File: src/rtl/tv80_reg_dbg.sv
// Debug access port for the TV80 register file: borrows port A while the CPU
// is clock-gated to read, write or stream out register pairs.
module tv80_reg_dbg #(
  parameter int DUMP_LAST = 7
) (
  input  logic        clk,
  input  logic        reset_n,
  // CPU side of register-file port A
  input  logic        cpu_cen,
  input  logic [2:0]  cpu_addra,
  input  logic [7:0]  cpu_dih,
  input  logic [7:0]  cpu_dil,
  input  logic        cpu_weh,
  input  logic        cpu_wel,
  // register-file port A
  output logic        rf_cen,
  output logic        rf_weh,
  output logic        rf_wel,
  output logic [2:0]  rf_addra,
  output logic [7:0]  rf_dih,
  output logic [7:0]  rf_dil,
  input  logic [7:0]  rf_doah,
  input  logic [7:0]  rf_doal,
  output logic        stall_req,
  // command interface
  input  logic        dbg_req,
  input  logic [1:0]  dbg_op,
  input  logic [2:0]  dbg_addr,
  input  logic [15:0] dbg_wdata,
  output logic        dbg_ack,
  output logic        dbg_err,
  output logic        dbg_busy,
  // read stream
  output logic        dout_valid,
  input  logic        dout_ready,
  output logic [15:0] dout_data,
  output logic [2:0]  dout_addr,
  output logic        dout_last
);

  typedef enum logic [2:0] {
    IDLE,
    WAIT_GRANT,
    ACCESS,
    SEND,
    DONE
  } state_t;

  localparam logic [1:0] OP_RD   = 2'b00;
  localparam logic [1:0] OP_WR   = 2'b01;
  localparam logic [1:0] OP_DUMP = 2'b10;
  localparam logic [2:0] LAST_A  = 3'(DUMP_LAST);

  state_t      state_q, state_d;
  logic [1:0]  op_q, op_d;
  logic [2:0]  addr_q, addr_d;
  logic [15:0] wdata_q, wdata_d;
  logic        err_q, err_d;
  logic [15:0] dout_data_q, dout_data_d;
  logic [2:0]  dout_addr_q, dout_addr_d;
  logic        dout_last_q, dout_last_d;

  logic        wr_access;
  logic        handshake;

  assign wr_access = (state_q == ACCESS) && (op_q == OP_WR) && !cpu_cen;
  assign handshake = (state_q == SEND) && dout_ready;

  // Port A mux: the CPU always wins when it is clocked, whatever the state.
  always_comb begin
    rf_cen   = 1'b0;
    rf_weh   = 1'b0;
    rf_wel   = 1'b0;
    rf_addra = addr_q;
    rf_dih   = wdata_q[15:8];
    rf_dil   = wdata_q[7:0];
    if (cpu_cen) begin
      rf_cen   = 1'b1;
      rf_weh   = cpu_weh;
      rf_wel   = cpu_wel;
      rf_addra = cpu_addra;
      rf_dih   = cpu_dih;
      rf_dil   = cpu_dil;
    end else if (wr_access) begin
      rf_cen = 1'b1;
      rf_weh = 1'b1;
      rf_wel = 1'b1;
    end
  end

  always_comb begin
    state_d     = state_q;
    op_d        = op_q;
    addr_d      = addr_q;
    wdata_d     = wdata_q;
    err_d       = err_q;
    dout_data_d = dout_data_q;
    dout_addr_d = dout_addr_q;
    dout_last_d = dout_last_q;
    case (state_q)
      IDLE: begin
        if (dbg_req) begin
          op_d    = dbg_op;
          wdata_d = dbg_wdata;
          addr_d  = (dbg_op == OP_DUMP) ? 3'd0 : dbg_addr;
          if (dbg_op == 2'b11) begin
            err_d   = 1'b1;
            state_d = DONE;
          end else begin
            err_d   = 1'b0;
            state_d = WAIT_GRANT;
          end
        end
      end
      WAIT_GRANT: begin
        if (!cpu_cen) state_d = ACCESS;
      end
      ACCESS: begin
        // A grant lost here means nothing was touched; retry the same address.
        if (cpu_cen) begin
          state_d = WAIT_GRANT;
        end else if (op_q == OP_WR) begin
          state_d = DONE;
        end else begin
          dout_data_d = {rf_doah, rf_doal};
          dout_addr_d = addr_q;
          dout_last_d = (op_q == OP_RD) || (addr_q == LAST_A);
          state_d     = SEND;
        end
      end
      SEND: begin
        if (handshake) begin
          if (dout_last_q) begin
            state_d = DONE;
          end else begin
            addr_d  = addr_q + 3'd1;
            state_d = ACCESS;
          end
        end
      end
      DONE: begin
        err_d   = 1'b0;
        state_d = IDLE;
      end
      default: state_d = IDLE;
    endcase
  end

  always_ff @(posedge clk or negedge reset_n) begin
    if (!reset_n) begin
      state_q     <= IDLE;
      op_q        <= OP_RD;
      addr_q      <= 3'd0;
      wdata_q     <= 16'd0;
      err_q       <= 1'b0;
      dout_data_q <= 16'd0;
      dout_addr_q <= 3'd0;
      dout_last_q <= 1'b0;
    end else begin
      state_q     <= state_d;
      op_q        <= op_d;
      addr_q      <= addr_d;
      wdata_q     <= wdata_d;
      err_q       <= err_d;
      dout_data_q <= dout_data_d;
      dout_addr_q <= dout_addr_d;
      dout_last_q <= dout_last_d;
    end
  end

  assign stall_req  = (state_q == WAIT_GRANT) || (state_q == ACCESS) || (state_q == SEND);
  assign dbg_busy   = (state_q != IDLE);
  assign dbg_ack    = (state_q == DONE);
  assign dbg_err    = (state_q == DONE) && err_q;
  assign dout_valid = (state_q == SEND);
  assign dout_data  = dout_data_q;
  assign dout_addr  = dout_addr_q;
  assign dout_last  = dout_last_q;

endmodule

File: config.mk
export PLATFORM = sky130hd
export DESIGN_NAME = tv80_reg_dbg
export DESIGN_NICKNAME = d
export VERILOG_FILES = /design/src/rtl/tv80_reg_dbg.sv
export SDC_FILE = /design/constraint.sdc
export NUM_CORES = 1
export LEC_CHECK = 0
export CAP_MARGIN = 10
export CELL_PAD_IN_SITES_DETAIL_PLACEMENT = 1
export CELL_PAD_IN_SITES_GLOBAL_PLACEMENT = 2
export CORE_MARGIN = 3
export CORE_UTILIZATION = 25
export CTS_CLUSTER_DIAMETER = 40
export CTS_CLUSTER_SIZE = 30
export DETAILED_ROUTE_END_ITERATION = 7
export PLACE_DENSITY_LB_ADDON = 0.1
export SLEW_MARGIN = 20
export SYNTH_ARGS = -nofsm -noshare
export SYNTH_HDL_FRONTEND = slang
export SYNTH_SLANG_ARGS = --single-unit
File: constraint.sdc
create_clock -name clk -period 1.8 [get_ports clk]
set_input_delay 0.45 -clock clk [delete_from_list [all_inputs] [get_ports clk]]
set_output_delay 0.45 -clock clk [all_outputs]
set_load 0.02 [all_outputs]
* Word level (Yosys, flattened, before mapping)
Cells that the tools add are included.
** Operators by class
- Add/subtract/negate cells :: 1
- Bitwise gates (word level) :: 2
- Equality and inequality tests :: 12
- Muxes and demuxes :: 23
- Reduce and logical (&&, ||, !) cells :: 18
** Operator list (number)
- $mux W3 :: 12
- $mux W8 :: 2
- $pmux W3 S4 :: 1
- $eq A3 B2 Y1 const B :: 2
- $eq A3 B3 Y1 const B :: 2
- $mux W1 :: 6
- $ne A2 B2 Y1 const B :: 3
- $pmux W3 S2 :: 1
- $reduce_and A3 Y1 :: 2
- $eq A2 B2 Y1 const B :: 2
- $logic_and A1 B1 Y1 :: 4
- $reduce_and A2 Y1 :: 2
- $reduce_and A4 Y1 :: 1
- $reduce_bool A2 Y1 :: 2
- $add A3 B1 Y3 const B :: 1
- $eq A3 B1 Y1 const B :: 1
- $logic_not A3 Y1 :: 1
- $logic_or A1 B1 Y1 :: 3
- $reduce_bool A3 Y1 :: 1
- $eq A2 B1 Y1 const B :: 1
- $logic_not A2 Y1 :: 1
- $ne A2 B1 Y1 const B :: 1
- $not A1 Y1 :: 2
- $pmux W1 S2 :: 1
- $logic_not A1 Y1 :: 1
** Storage, ports and cells
- Logic and storage cells :: 64
- Flip-flop bits (word level) :: 45
- Output and inout bits :: 47

* Logic depth before layout (Yosys ltp)
Gate-level depths: netlist of run 1.
- Depth after elaboration :: 5
- Gate-level depth with buffers :: 5
- Depth with buffers taken out :: 5

* Worst setup path before layout of run 1
OpenSTA, ideal clock, no wires.
- Path kind :: in2out
- Start point :: input cpu_cen
- End point :: output rf_addra[0]
- Data required time :: 1.350 ns
- Path slack :: 0.038 ns
- Stages :: 3
- Arrival :: 1.312 ns
- Path through :: buf_2 clkbuf_1 o21ai_0
** On the way
- Cells in the longest elaborated chain, start to end :: 1
** Ends and longest elaborated chain
- start: declaration :: RTL line 9 : input logic cpu_cen,
- $mux W3 :: RTL line 77 : if (cpu_cen) begin
- end: declaration :: RTL line 19 : output logic [2:0] rf_addra,
No other way between the ends.

* Worst setup path after layout of run 1
- Start point :: register state_q[0]
- End point :: output dbg_busy
** On the way
- Cells in the longest elaborated chain, start to end :: 1
** Ends and longest elaborated chain
- start: declaration :: RTL line 54 : state_t state_q, state_d;
- start signal: assignment :: RTL line 160 : state_q <= state_d;
- $reduce_bool A3 Y1 :: RTL line 172 : assign dbg_busy = (state_q != IDLE);
- end: declaration :: RTL line 32 : output logic dbg_busy,
No other way between the ends.

==> results.cfg, run 1 <==
[route]
remaining_drc_errors = 0
wire_per_inst_um = 16.4
wirelength_um = 6960
first_pass_iters = 2
vias = 1912
drt_iter0_markers = 29
ant_nets = 0
drt-vias-per-instance = 4.51

[synth]
yosys-top-cells-area = dfrtp_1 48%, mux2_4 18%, mux2_2 12%
synth_xor_area_share_pct = 0
netlist.top_cell.by_area = dfrtp_1
synth_top_family_by_area = multiplexers
synthMuxAreaShare_pct = 31.1
synth-compound-area-share_pct = 5.59
syn_inst = 175
async_flop_share_pct = 100
netlist_area_um2 = 2350
netlist_top_cells_count = 45 x dfrtp_1, 28 x mux2_4, 25 x mux2_2
synth_top_area_share_pct = 47.9
yosysUniqueCellTypes = 36
ys_seq_area_share_pct = 47.9
synth_fp_nets = 240
synth_fa_ha_area_share_pct = 1.06
synthSimpleGateAreaFrac_pct = 10.3
syn_avg_cell_area_um2 = 13.4
synth_seq_cells = 45
synth_edf_count = 0
synth-warning-count = 0
ys.flop_type = dfrtp_1
yosysMostFrequentCell = dfrtp_1

[power]
p_seq_share_pct = 31.4
p_int_w = 0.00378
p_comb_share_pct = 57.8
power.density_nw_per_um2 = 1500
ir_drop_v = 0.000380
p_switching_w = 0.00212
power_w = 0.00589
leakage_nw = 1.82
switching_share_pct = 35.9
clockPowerShare_pct = 10.8

[setup_path]
crit_arrival_ns = 1.44
crit_path_end_kind = primary output
worstReg2RegEnd = wdata_q[3]
endpoint = dbg_busy
critical_path.startpoint = state_q[0]
criticalPathCategory = reg -> out
start_kind = register
cp.required_ns = 1.35
r2r_cells = 6
crit_fanout = 4
r2r-start = state_q[0]
ff2ff_setup_slack_ns = -0.08

[status]
violations = setup timing
outcome = finished, violations left

[global_route]
overflow = 0
use_met3_pct = 3.72
grt_max_degree = 46
grt_first_pass_wirelength_um = 10900
first_global_vias = 2121
grt.met1_usage_pct = 17.3
met2_usage_pct = 21.8
top_usage_layer = met2
grt_usage_pct = 13.2
antenna_found_initial = 0

[clocking]
cts_buffers = 5
htree_num_levels = 2
clk_path_buf_depth = 2
clkSlewWorstSetupHoldPaths_ns = 0.09
clkLatencyLatePin_ns = 0.30
cts_sinks = 45
clockRootBuffer = clkbuf_8
cts_tree = built
cts_hold_buffers = 0

[timing]
clock_skew_ns = 0.0112
setup_viol = 22
relSlewSlack_pct = 78.2
min_period_over_period_pct = 105
setup-tns-final_ns = -1.09
slew_viol_final = 0
fin_ws_ns = -0.0931
finalCriticalPeriod_ns = 1.89
worst_slew_pin_slew_ns = 0.319
fmax_ghz = 0.528
finalHoldViolations = 0
rsz0062_at_grt = true

[worst_hold_path]
hp-class = in -> async

[run]
maxCapViolCount = 0

[floorplanning]
fp.dieArea_um2 = 10600
coreArea_um2 = 8930
die_w_um = 103
ios = 110
die_y_um = 103
rows = 34
initial_core_util_pct = 26.3

[final_layout]
design_area_um2 = 3930
synthToLayoutAreaGrowth_pct = 67.3
nets = 380
utilization_pct = 44.0
diodes = 0
drive_above_1_share_pct = 44.3

[placed_design]
dpl_cell_area_um2 = 3720
io_buffers = 109
place.gp.congestion = 0.774
hpwl_um = 4940
dpl_worst_slack_ns = -0.832
[kinds of logic after synthesis]
kind of cell / after synthesis
mux: 56
flops: 45
simple gates: 36
compound gates: 20
buf+inv: 16
fa+ha+maj: 2
[layer usage]
metal  part of all wire, %  vias up
met5                     0        -
li1                      -      903
met4                  0.66        0
met1                    45      935
met3                   7.3        4
met2                    47       70
[final cells by class]
| class | count | area [um2] |
|---|---|---|
| fillers | 975 | 5000 |
| repair buffers | 142 | 1360 |
| multi-input cells | 114 | 1190 |
| flip-flops and latches | 45 | 1130 |
| well taps | 108 | 135 |
| clock buffers | 5 | 68.8 |
| inverters | 7 | 26.3 |
| clock inverters | 3 | 22.5 |
[cell usage in the layout, fill, tap and decap left out, types with 4 or more instances in the layout]
master,netlist,routed
inv_1,7,7
nand2_1,12,9
a31oi_1,4,4
o21ai_0,6,6
dfrtp_1,45,42
clkbuf_8,0,5
buf_6,2,13
buf_2,3,19
mux2_4,28,36
buf_4,0,22
clkdlybuf4s50_1,0,79
mux2_2,25,17
[repair_timing]
item	in CTS	in global routing
gates cloned	1	1
setup buffers	5	2
endpoints found under the setup margin	64	33
pin swaps	1	2
gates resized for setup	141	14
[worst min-delay path by stage]
stage	cells past startpoint	from	endpoint	slack (ns)
2_1_floorplan	0	reset_n	addr_q[0]	0.15
3_3_place_gp	2	reset_n	dout_addr[2]	0.46
3_5_place_dp	2	reset_n	dout_addr[2]	0.46
4_1_cts	2	reset_n	dout_data[13]	0.12
5_1_grt	2	reset_n	dout_addr[2]	0.13
6_report	2	reset_n	dout_addr[2]	0.1
[registers in the layout (all words and copies together) (netlist names)]
register,count
wdata_q,16
dout_last,1
dout_addr,3
op_q,2
addr_q,3
state_q,3
err_q,1
dout_data,16
[per-stage QoR]
stage / hold WS [ns] / cells
2_1_floorplan: 0.154 / 175
3_3_place_gp: 0.459 / 407
3_5_place_dp: 0.460 / 407
4_1_cts: 0.122 / 421
5_1_grt: 0.127 / 424
6_report: 0.100 / 424
[power groups by stage]
stage	Clock (W)	Sequential, W	Combinational (W)
2_1_floorplan	0	0.00206	0.00161
3_3_place_gp	0	0.00184	0.00327
3_5_place_dp	0	0.00185	0.00330
4_1_cts	0.000678	0.00186	0.00336
5_1_grt	0.000716	0.00193	0.00366
6_report	0.000638	0.00185	0.00340
[critical path: stages, from the launching register on]
cell and delay, ns:
dfrtp_2 0.46, buf_6 0.14, or3_4 0.40, buf_6 0.14
Power figures use the tool's default switching activity.
==> run 2, diff against run 1 <==
--- a/config.mk
+++ b/config.mk
@@ -5,7 +5,6 @@
 export SDC_FILE = /design/constraint.sdc
 export NUM_CORES = 1
 export LEC_CHECK = 0
-export CAP_MARGIN = 10
 export CELL_PAD_IN_SITES_DETAIL_PLACEMENT = 1
 export CELL_PAD_IN_SITES_GLOBAL_PLACEMENT = 2
 export CORE_MARGIN = 3
==> results of run 2 <==
Same layout as run 1: the final DEF is identical, and so are final timing and power.
